--- config.mk ---
export PLATFORM = sky130hd
export DESIGN_NAME = step_dir_decoder
export DESIGN_NICKNAME = d
export VERILOG_FILES = /design/src/rtl/step_dir_decoder_pkg.sv /design/src/rtl/step_edge_filter.sv /design/src/rtl/step_dir_decoder.sv
export SDC_FILE = /design/constraint.sdc
export NUM_CORES = 1
export LEC_CHECK = 0
export CAP_MARGIN = 20
export CORE_AREA = 5 5 210 110
export DETAILED_ROUTE_END_ITERATION = 6
export DIE_AREA = 0 0 215 115
export GPL_ROUTABILITY_DRIVEN = 0
export PLACE_DENSITY = 0.52
export SYNTH_ARGS = -nofsm -noshare
export SYNTH_HDL_FRONTEND = slang
export SYNTH_HIERARCHICAL = 1
export SYNTH_SLANG_ARGS = --single-unit
--- constraint.sdc ---
create_clock -name clk -period 5 [get_ports clk]
set_clock_uncertainty 0.2 [all_clocks]
set_input_delay 0.75 -clock clk [delete_from_list [all_inputs] [get_ports clk]]
set_output_delay 0.75 -clock clk [all_outputs]
set_load 0.01 [all_outputs]
--- src/rtl/step_dir_decoder_pkg.sv ---
// Shared stepper definitions: decoder state set, the generator's period width
// and the direction encoding on drv_dir.
package step_dir_decoder_pkg;

  localparam int PER_W_DEF = 17;

  localparam logic DIR_UP   = 1'b1;
  localparam logic DIR_DOWN = 1'b0;

  typedef enum logic [1:0] {
    IDLE  = 2'd0,
    ARMED = 2'd1,
    TRACK = 2'd2
  } dec_state_t;

endpackage

--- src/rtl/step_edge_filter.sv ---
// Step edge detector with optional glitch filter (STEP_GLITCH_FILTER_EN).
// Emits a one-cycle rise when MIN_HIGH (or 1) consecutive high samples complete.
module step_edge_filter
  import step_dir_decoder_pkg::*;
#(
  parameter int MIN_HIGH = 3
) (
  input  logic clk,
  input  logic rst,
  input  logic drv_step,
  output logic rise
);

`ifdef STEP_GLITCH_FILTER_EN
  localparam bit FILTER_EN = 1'b1;
`else
  localparam bit FILTER_EN = 1'b0;
`endif

  // With a run length of 1 the counter degenerates to the previous-sample flop.
  localparam int RUN_LEN = (FILTER_EN && MIN_HIGH > 1) ? MIN_HIGH : 1;
  localparam int RUN_W   = $clog2(RUN_LEN + 1);

  logic [RUN_W-1:0] high_run;

  always_ff @(posedge clk) begin
    if (rst) begin
      high_run <= '0;
    end else if (!drv_step) begin
      high_run <= '0;
    end else if (high_run != RUN_W'(RUN_LEN)) begin
      high_run <= high_run + RUN_W'(1);
    end
  end

  // Saturation at RUN_LEN blocks a second rise until drv_step is seen low.
  assign rise = drv_step & (high_run == RUN_W'(RUN_LEN - 1));

endmodule

--- src/rtl/step_dir_decoder.sv ---
// Step/dir receiver: signed position, step period, stall and protocol flags.
// Optional glitch filter on drv_step via STEP_GLITCH_FILTER_EN.
module step_dir_decoder
  import step_dir_decoder_pkg::*;
#(
  parameter int POS_W     = 32,
  parameter int PER_W     = PER_W_DEF,
  parameter int DIR_SETUP = 2,
  parameter int TIMEOUT   = 100000,
  parameter int MIN_HIGH  = 3
) (
  input  logic                    clk,
  input  logic                    rst,
  input  logic                    drv_step,
  input  logic                    drv_dir,
  input  logic                    drv_enable_SM,
  input  logic                    pos_clr,
  input  logic                    err_clr,
  output logic signed [POS_W-1:0] position,
  output logic        [PER_W-1:0] period,
  output logic                    period_valid,
  output logic                    stall,
  output logic                    dir_err,
  output logic                    dis_step_err,
  output logic                    pos_wrap
);

  localparam logic [1:0] ST_IDLE  = IDLE;
  localparam logic [1:0] ST_ARMED = ARMED;
  localparam logic [1:0] ST_TRACK = TRACK;

  localparam int AGE_W = (DIR_SETUP < 1) ? 1 : $clog2(DIR_SETUP + 1);

  localparam logic signed [POS_W-1:0] POS_MAX = {1'b0, {(POS_W-1){1'b1}}};
  localparam logic signed [POS_W-1:0] POS_MIN = {1'b1, {(POS_W-1){1'b0}}};

  function automatic logic [PER_W-1:0] sat_inc(input logic [PER_W-1:0] v);
    return (&v) ? v : v + PER_W'(1);
  endfunction

  function automatic logic [AGE_W-1:0] age_inc(input logic [AGE_W-1:0] v);
    return (v >= AGE_W'(DIR_SETUP)) ? AGE_W'(DIR_SETUP) : v + AGE_W'(1);
  endfunction

  // Returns {wrap, next position}; wrap flags the two's-complement rollover.
  function automatic logic [POS_W:0] step_pos(input logic signed [POS_W-1:0] p,
                                              input logic                    dir);
    logic [POS_W:0] r;
    r = '0;
    case (dir)
      DIR_UP:   r = {p == POS_MAX, p + POS_W'(1)};
      DIR_DOWN: r = {p == POS_MIN, p - POS_W'(1)};
    endcase
    return r;
  endfunction

  logic                    rise;
  logic [1:0]              state;
  logic [PER_W-1:0]        cnt;
  logic                    dir_prev;
  logic [AGE_W-1:0]        dir_age;
  logic [AGE_W-1:0]        age_now;
  logic                    dir_short;
  logic                    step_take;
  logic signed [POS_W-1:0] pos_base;
  logic signed [POS_W-1:0] pos_nxt;
  logic                    wrap_nxt;

  step_edge_filter #(
    .MIN_HIGH (MIN_HIGH)
  ) u_edge (
    .clk      (clk),
    .rst      (rst),
    .drv_step (drv_step),
    .rise     (rise)
  );

  // A direction change sampled together with the step counts as age zero.
  assign age_now   = (drv_dir != dir_prev) ? '0 : age_inc(dir_age);
  assign dir_short = (age_now < AGE_W'(DIR_SETUP));
  assign step_take = rise & drv_enable_SM & ((state == ST_ARMED) | (state == ST_TRACK));
  assign pos_base  = pos_clr ? '0 : position;
  assign {wrap_nxt, pos_nxt} = step_pos(pos_base, drv_dir);

  always_ff @(posedge clk) begin
    if (rst) begin
      state        <= ST_IDLE;
      cnt          <= '0;
      position     <= '0;
      period       <= '0;
      period_valid <= 1'b0;
      stall        <= 1'b0;
      dir_err      <= 1'b0;
      dis_step_err <= 1'b0;
      pos_wrap     <= 1'b0;
      dir_prev     <= 1'b0;
      dir_age      <= '0;
    end else begin
      period_valid <= 1'b0;
      stall        <= 1'b0;
      pos_wrap     <= 1'b0;
      dir_prev     <= drv_dir;
      dir_age      <= age_now;
      dir_err      <= (dir_err & ~err_clr) | (step_take & dir_short);
      dis_step_err <= (dis_step_err & ~err_clr) | (rise & ~drv_enable_SM);

      if (step_take) begin
        position <= pos_nxt;
        pos_wrap <= wrap_nxt;
      end else if (pos_clr) begin
        position <= '0;
      end

      if (!drv_enable_SM) begin
        state <= ST_IDLE;
        cnt   <= '0;
      end else begin
        case (state)
          ST_IDLE: state <= ST_ARMED;
          ST_ARMED: begin
            if (rise) begin
              cnt   <= PER_W'(1);
              state <= ST_TRACK;
            end
          end
          ST_TRACK: begin
            if (rise) begin
              period       <= cnt;
              period_valid <= 1'b1;
              cnt          <= PER_W'(1);
            end else if (cnt == PER_W'(TIMEOUT)) begin
              stall <= 1'b1;
              state <= ST_ARMED;
              cnt   <= '0;
            end else begin
              cnt <= sat_inc(cnt);
            end
          end
          default: begin
            state <= ST_IDLE;
            cnt   <= '0;
          end
        endcase
      end
    end
  end

endmodule

==> impl_metrics.toml, run 1 <==
[routing]
dr.pass1.iters = 5
via_count = 4739
routed_length_per_instance_um = 16.0
drc_errors = 0
vias_per_cell = 4.77
first_iter_violations = 454
postRouteAntennaNets = 0
drt-total-wl_um = 15900

[final_layout]
design.final.nets = 765
finalCoreUtilization_pct = 29.9
final_cell_count_no_fill = 994
area_growth_syn_to_layout_pct = 22.5
n_fill_cell = 2268
layout-drive-gt1-share_pct = 6.30
antenna_cells = 0

[logic_synthesis]
synth_top_area_share_pct = 29.8
sequential_to_total_area_share_from_yosys_stat_pct = 29.8
postSynth.asyncResetShare_pct = 0
synthesis.area_mm2 = 0.00517
ys_warnings = 6
number_of_synthesized_flops_with_an_enable_pin = 0
yosysUniqueCellTypes = 61
netlist_top_cells_area = "sky130_fd_sc_hd__dfxtp_1 (30%), sky130_fd_sc_hd__ha_1 (12%), sky130_fd_sc_hd__a21oi_1 (7.6%)"
postSynthNetCount = 714
post_synthesis_sequential_element_count = 77
post_synth.cell_area_avg_um2 = 7.86
synthFlopType = "sky130_fd_sc_hd__dfxtp_1"
synthesis.instances = 658
yosysTopAreaCell = "sky130_fd_sc_hd__dfxtp_1"

[power_and_ir_drop]
powerDensity_mw_per_mm2 = 233
switching_power_w = 0.000391
vdd.ir_drop.worst_mv = 0.126
seq_power_share_pct = 42.4
power.static_leakage_nw = 2.40
cell_internal_pwr_w = 0.00108
power.share.clock_pct = 46.6
switching_share_pct = 26.5
power.share.combinational_pct = 11.0

[job]
maxCapViolations = 0

[clocking]
clk-insertion-delay-late_ps = 340
clock_tree.buffer_depth = 2
cts-buffers-inserted = 9
post_cts_resized = 0
path_clk_slew_ps = 70
cts-htree-levels = 3
cts_root_buf = "sky130_fd_sc_hd__clkbuf_16"
clock-sinks = 77
cts_hold_repair.buffers = 0
cts.repair_timing.setup_buffer_count = 0
clock_tree_from_tritoncts = "done"

[global_routing]
number_of_global_route_vias_before_repair = 4239
groute.usage.overall_pct = 13.0
number_of_antenna_violations_at_the_first_check_in_global_routing = 0
maximum_number_of_pins_on_one_net_before_global_route_repair = 36
grt_remaining_overflow = 0
grt_pass1_wl_um = 25300

[die]
chipWidth_um = 215
initial_utilization_pct = 24.4
io-pin-count = 61
std_cell_rows = 38
die-area_mm2 = 0.0247
chipHeight_um = 115
design.core.area_mm2 = 0.0212

[critical_path]
crit_path_end_kind = "flip-flop"
internal_reg_to_reg_setup_slack_ps = 1700
critPathArrivalTime_ps = 4270
critical_setup_path_class = "primary input to flip-flop"
crit_fanout = 12
worst_setup_path_start_kind = "primary input"
ff2ff_path_depth = 11
critical_path_required_ps = 5020

[sta]
period_needed_ps = 4250
min_period_over_period_pct = 85.0
timing.setup.tns_ps = 0
report.final.hold_viol_count = 0
report.final.setup_viol = 0
worst_slew_pin_slew_ps = 866
report.final.slew_viol_count = 0
rsz0062_at_grt = "false"
slew_headroom_pct = 42.2
hold_slack_ps = 218
fmax_mhz = 235

[placement]
placedCellCount = 978
dp_hpwl_um = 12100
io_buffers = 60

[status]
status = "finished, final reports clean"

[min_path]
min_path_cells = 1
worst_hold_path_type = "flip-flop to flip-flop"
[kinds of logic (layout without fill, tap and decap cells)]
logic type | count (synthesis) | count (layout) | share of synthesized area [%]
and+or+nand+nor | 278 | 278 | 27.2
buffers and inverters | 53 | 109 | 5.37
DFF | 77 | 77 | 29.8
AOI/OAI and AO/OA | 165 | 165 | 19.5
adders and majority gates | 49 | 49 | 12.0
xor gates and xnor gates | 35 | 35 | 5.93
muxes | 1 | 1 | 0.194
[worst max-delay path, stage by stage]
cell and delay [ps]:
sky130_fd_sc_hd__clkdlybuf4s50_1 770, sky130_fd_sc_hd__buf_4 240, sky130_fd_sc_hd__nor2b_1 70, sky130_fd_sc_hd__ha_1 380, sky130_fd_sc_hd__nand3_2 140, sky130_fd_sc_hd__o32ai_1 360, sky130_fd_sc_hd__o21ai_1 210, sky130_fd_sc_hd__a2111oi_2 640
sky130_fd_sc_hd__o21ai_1 240, sky130_fd_sc_hd__a21oi_1 200, sky130_fd_sc_hd__xnor2_1 140, sky130_fd_sc_hd__o2bb2ai_1 110
[state kept, by name, summed over array words and instances (netlist names)]
name,flops
position,32
cnt,17
period,17
dir_age,2
state,2
dir_err,1
dir_prev,1
dis_step_err,1
period_valid,1
pos_wrap,1
stall,1
u_edge/high_run,1
[cell usage after synthesis, types with 2 or more instances]
cell type and n:
sky130_fd_sc_hd__a211oi_1 3, sky130_fd_sc_hd__a21o_1 12, sky130_fd_sc_hd__a21oi_1 78, sky130_fd_sc_hd__a21oi_2 3, sky130_fd_sc_hd__a31oi_1 2, sky130_fd_sc_hd__a41oi_1 2, sky130_fd_sc_hd__and2_1 2, sky130_fd_sc_hd__and3_1 10
sky130_fd_sc_hd__buf_1 2, sky130_fd_sc_hd__buf_4 2, sky130_fd_sc_hd__clkbuf_1 21, sky130_fd_sc_hd__clkbuf_8 7, sky130_fd_sc_hd__dfxtp_1 77, sky130_fd_sc_hd__ha_1 48, sky130_fd_sc_hd__inv_1 20, sky130_fd_sc_hd__nand2_1 104
sky130_fd_sc_hd__nand2b_1 11, sky130_fd_sc_hd__nand3_1 20, sky130_fd_sc_hd__nand3_2 2, sky130_fd_sc_hd__nand3b_1 5, sky130_fd_sc_hd__nand4_1 15, sky130_fd_sc_hd__nor2_1 45, sky130_fd_sc_hd__nor2b_1 32, sky130_fd_sc_hd__nor2b_4 2
sky130_fd_sc_hd__nor3_1 10, sky130_fd_sc_hd__nor3b_1 2, sky130_fd_sc_hd__nor4_1 3, sky130_fd_sc_hd__nor4b_1 3, sky130_fd_sc_hd__o211ai_1 5, sky130_fd_sc_hd__o21a_1 4, sky130_fd_sc_hd__o21ai_0 22, sky130_fd_sc_hd__o21ai_1 7
sky130_fd_sc_hd__o21bai_1 9, sky130_fd_sc_hd__o22ai_1 5, sky130_fd_sc_hd__or3_1 4, sky130_fd_sc_hd__xnor2_1 18, sky130_fd_sc_hd__xor2_1 17
[area by class of cell]
class	count	area [um^2]	share of cell area, %
tap	280	350	5.53
clock buffer	10	239	3.77
multi-input combinational	528	3350	52.9
timing repair buffer	73	706	11.1
sequential	77	1540	24.3
inverter	20	75.1	1.19
clock inverter	6	70.1	1.11
[cells in the final DEF, fill, tap and decap left out, drive strengths merged, types with 2 or more instances in the layout]
cell type      synthesis  routed
nand2                104     104
a21oi                 81      81
dfxtp                 77      77
clkdlybuf4s50          0      59
ha                    48      48
nor2                  45      45
nor2b                 34      34
o21ai                 30      30
nand3                 22      22
inv                   20      21
xnor2                 18      18
xor2                  17      17
nand4                 15      15
buf                    4      14
a21o                  12      12
nand2b                12      12
and3                  11      11
nor3                  10      10
clkbuf                29      10
o21bai                 9       9
o211ai                 6       6
o22ai                  5       5
nand3b                 5       5
or3                    4       4
o21a                   4       4
nor4b                  4       4
nor4                   3       3
a211oi                 3       3
clkinvlp               0       3
a41oi                  3       3
and2                   2       2
a31oi                  2       2
nor3b                  2       2
[final timing paths]
path | startpoint | end
max reg2reg | position[2]$_SDFF_PP0_ | position[28]$_SDFF_PP0_
min | dir_age[1]$_SDFF_PP0_ | dir_age[0]$_SDFF_PP0_
max | pos_clr | position[28]$_SDFF_PP0_
min reg2reg | dir_age[1]$_SDFF_PP0_ | dir_age[0]$_SDFF_PP0_
[layer usage]
layer	global-route usage, %	up-vias	wire (um)
li1	-	2416	-
met1	21.9	2172	9370
met2	15.2	139	5300
met3	3.50	12	1030
met4	2.56	0	148
met5	0	-	0
[power by group through the flow]
stage	Sequential (W)	Combinational, W	Clock, W
2_1_floorplan	0.000640	0.000112	0
3_3_place_gp	0.000639	0.000162	0
3_5_place_dp	0.000639	0.000160	0
4_1_cts	0.000625	0.000161	0.000712
5_1_grt	0.000626	0.000180	0.000742
6_report	0.000625	0.000163	0.000687
[metrics by stage]
step,worst slack (ps),power [W],area (um^2)
final,752,0.00147,6330
after global routing,497,0.00155,6330
after CTS,840,0.00150,6330
after detailed placement,489,0.000799,6020
after global placement,540,0.000801,6020
after floorplan,956,0.000752,5170
Note: power is estimated with default switching activity, not from simulation.
==> inputs of run 2 (changes only) <==
- PLACE_DENSITY: 0.52 -> 0.53
- clock period: 5 -> 3.4 ns (I/O delays scaled with it)
==> impl_metrics.toml, run 2 (same netlist as run 1, synthesis figures left out) <==
[sta]
hold_slack_ps = 222
slew_headroom_pct = 58.2
worst_slew_pin_slew_ps = 626
postLayoutSetupSlackWorst_ps = 150
report.final.hold_viol_count = 0
min_period_over_period_pct = 95.6
report.final.slew_viol_count = 0
fmax_mhz = 308
period_needed_ps = 3250
report.final.setup_viol = 0

[critical_path]
crit_fanout = 21
crit_path_end_kind = "flip-flop"
crit_path_top_delay_cell = "sky130_fd_sc_hd__or4b_1"
critPathTopFamily = "simple AND/OR/NAND/NOR gates"
critical_path.max_stage_delay_ps = 470
critical_path_required_ps = 3490
critical_setup_path_class = "primary input to flip-flop"
worst_setup_path_start_kind = "primary input"
critPathArrivalTime_ps = 3340
critical_path.cell_chain = "dlygate4sd2_1, clkinvlp_4, buf_12, ha_1, nor2b_2, o21bai_2, a21oi_2, buf_4, o211ai_1, a41oi_2, nor3_2, o41ai_2, or4b_1, nand3_1"
critPathBufInv = 4

[clocking]
cts_hold_repair.buffers = 0
clock_tree.buffer_depth = 2
cts_root_buf = "sky130_fd_sc_hd__clkbuf_16"
cts-buffers-inserted = 9
path_clk_slew_ps = 60
clock_tree_from_tritoncts = "done"
clock-sinks = 77
clk-insertion-delay-late_ps = 350
cts-htree-levels = 3

[die]
initial_utilization_pct = 24.4
std_cell_rows = 38
chipHeight_um = 115
die-area_mm2 = 0.0247
design.core.area_mm2 = 0.0212
chipWidth_um = 215
io-pin-count = 61

[routing]
drc_errors = 0
drt-total-wl_um = 17100
postRouteAntennaNets = 0
via_count = 5017
first_iter_violations = 418
dr.pass1.iters = 5
vias_per_cell = 4.58
routed_length_per_instance_um = 15.7

[final_layout]
mostFrequentLayoutCell = "sky130_fd_sc_hd__buf_4"
final_cell_mix = "sky130_fd_sc_hd__buf_4 (111), sky130_fd_sc_hd__nand2_1 (104), sky130_fd_sc_hd__dfxtp_1 (77), sky130_fd_sc_hd__a21oi_1 (76), sky130_fd_sc_hd__clkdlybuf4s50_1 (57)"
largest_registers = "position: 32 flops, cnt: 17 flops, period: 17 flops"
largest_register_ff_count = 32
layout-drive-gt1-share_pct = 20.5
antenna_cells = 0
final_cell_count_no_fill = 1095
area_growth_syn_to_layout_pct = 40.6
finalCoreUtilization_pct = 34.4
n_fill_cell = 2229
design.final.nets = 866
top_register = "position"

[global_routing]
grt_remaining_overflow = 0
maximum_number_of_pins_on_one_net_before_global_route_repair = 47
number_of_antenna_violations_at_the_first_check_in_global_routing = 0
groute.usage.overall_pct = 13.8
grt_pass1_wl_um = 27100
number_of_global_route_vias_before_repair = 4678

[placement]
io_buffers = 60
dp_hpwl_um = 13000
placedCellCount = 1071
pre_cts_slack_ps = -471

[min_path]
worst_hold_path_type = "flip-flop to flip-flop"

[job]
maxCapViolations = 0

[power_and_ir_drop]
vdd.ir_drop.worst_mv = 0.202
power.static_leakage_nw = 2.92
powerDensity_mw_per_mm2 = 319

[status]
status = "finished, final reports clean"
## run 2: changes by cell type in the layout (fill, tap and decap cells not counted), sizes merged
| cell | before | now |
|---|---|---|
| clkdlybuf4s50 | 59 | 57 |
| bufinv | 1 | 2 |
| clkinv | 1 | 0 |
| dlymetal6s2s | 0 | 1 |
| buf | 14 | 114 |
| dlygate4sd2 | 0 | 1 |
| clkbuf | 10 | 11 |
## run 2: through the flow
stage                     area, um^2  power (W)  TNS [ps]
after global placement          6780    0.00123     -3880
after global routing            7270    0.00242     -13.4
after detailed placement        6780    0.00123     -4260
after CTS                       7200    0.00234         0
final                           7270    0.00232         0
after floorplan                 5210    0.00111      -559
## run 2: repair_timing
action,CTS,global route
resized for setup,8,10
buffers inserted,5,2
hold endpoints to repair,0,0
pin swaps,10,11
endpoints found under the setup margin,5,11
gates cloned,0,1
## run 2: report_power, final
| group | total [W] | internal [W] | switching, W |
|---|---|---|---|
| registers | 0.000919 | 0.000912 | 0.00000664 |
| clock network | 0.00109 | 0.000669 | 0.000423 |
| logic | 0.000308 | 0.000137 | 0.000171 |
| total | 0.00232 | 0.00172 | 0.000601 |
## run 2: worst paths after layout
kind / startpoint / end / slack, ps / cells past startpoint
setup / recovery: drv_dir / position[30]$_SDFF_PP0_ / 150 / 14
hold / removal: dir_age[1]$_SDFF_PP0_ / dir_age[0]$_SDFF_PP0_ / 220 / 1
setup reg to reg: position[13]$_SDFF_PP0_ / position[30]$_SDFF_PP0_ / 420 / 11
hold reg to reg: dir_age[1]$_SDFF_PP0_ / dir_age[0]$_SDFF_PP0_ / 220 / 1
## run 2: cell type report
cell class | instances | area, um^2 | area share, %
repair buffers | 174 | 1500 | 20.6
flip-flops and latches | 77 | 1540 | 21.2
multi-input cells | 528 | 3470 | 47.8
clock inverters | 6 | 92.6 | 1.27
well taps | 280 | 350 | 4.82
inverters | 20 | 78.8 | 1.08
clock buffers | 10 | 239 | 3.29
## run 2: layer usage
metal / part of all wire, % / up-vias / GRT usage, %
li1: - / 2611 / -
met1: 60 / 2255 / 23.5
met2: 33 / 137 / 16.3
met3: 6.2 / 14 / 4.03
met4: 0.71 / 0 / 1.66
met5: 0 / - / 0
## run 2: worst reg2reg max path, stage by stage, from the launching register on
cell                       delay, ps
sky130_fd_sc_hd__dfxtp_1         320
sky130_fd_sc_hd__nor2b_1         250
sky130_fd_sc_hd__ha_1            300
sky130_fd_sc_hd__a21oi_1         240
sky130_fd_sc_hd__o21a_1          200
sky130_fd_sc_hd__nor2_1           50
sky130_fd_sc_hd__o21bai_1        240
sky130_fd_sc_hd__a41oi_2         220
sky130_fd_sc_hd__nor3_2          230
sky130_fd_sc_hd__o41ai_2         110
sky130_fd_sc_hd__or4b_1          470
sky130_fd_sc_hd__nand3_1          90
==> inputs of run 3 (changes only) <==
- CTS_CLUSTER_SIZE: unset -> 12
==> results of run 3 <==
Final layout, timing and power as in run 2 (identical DEF).
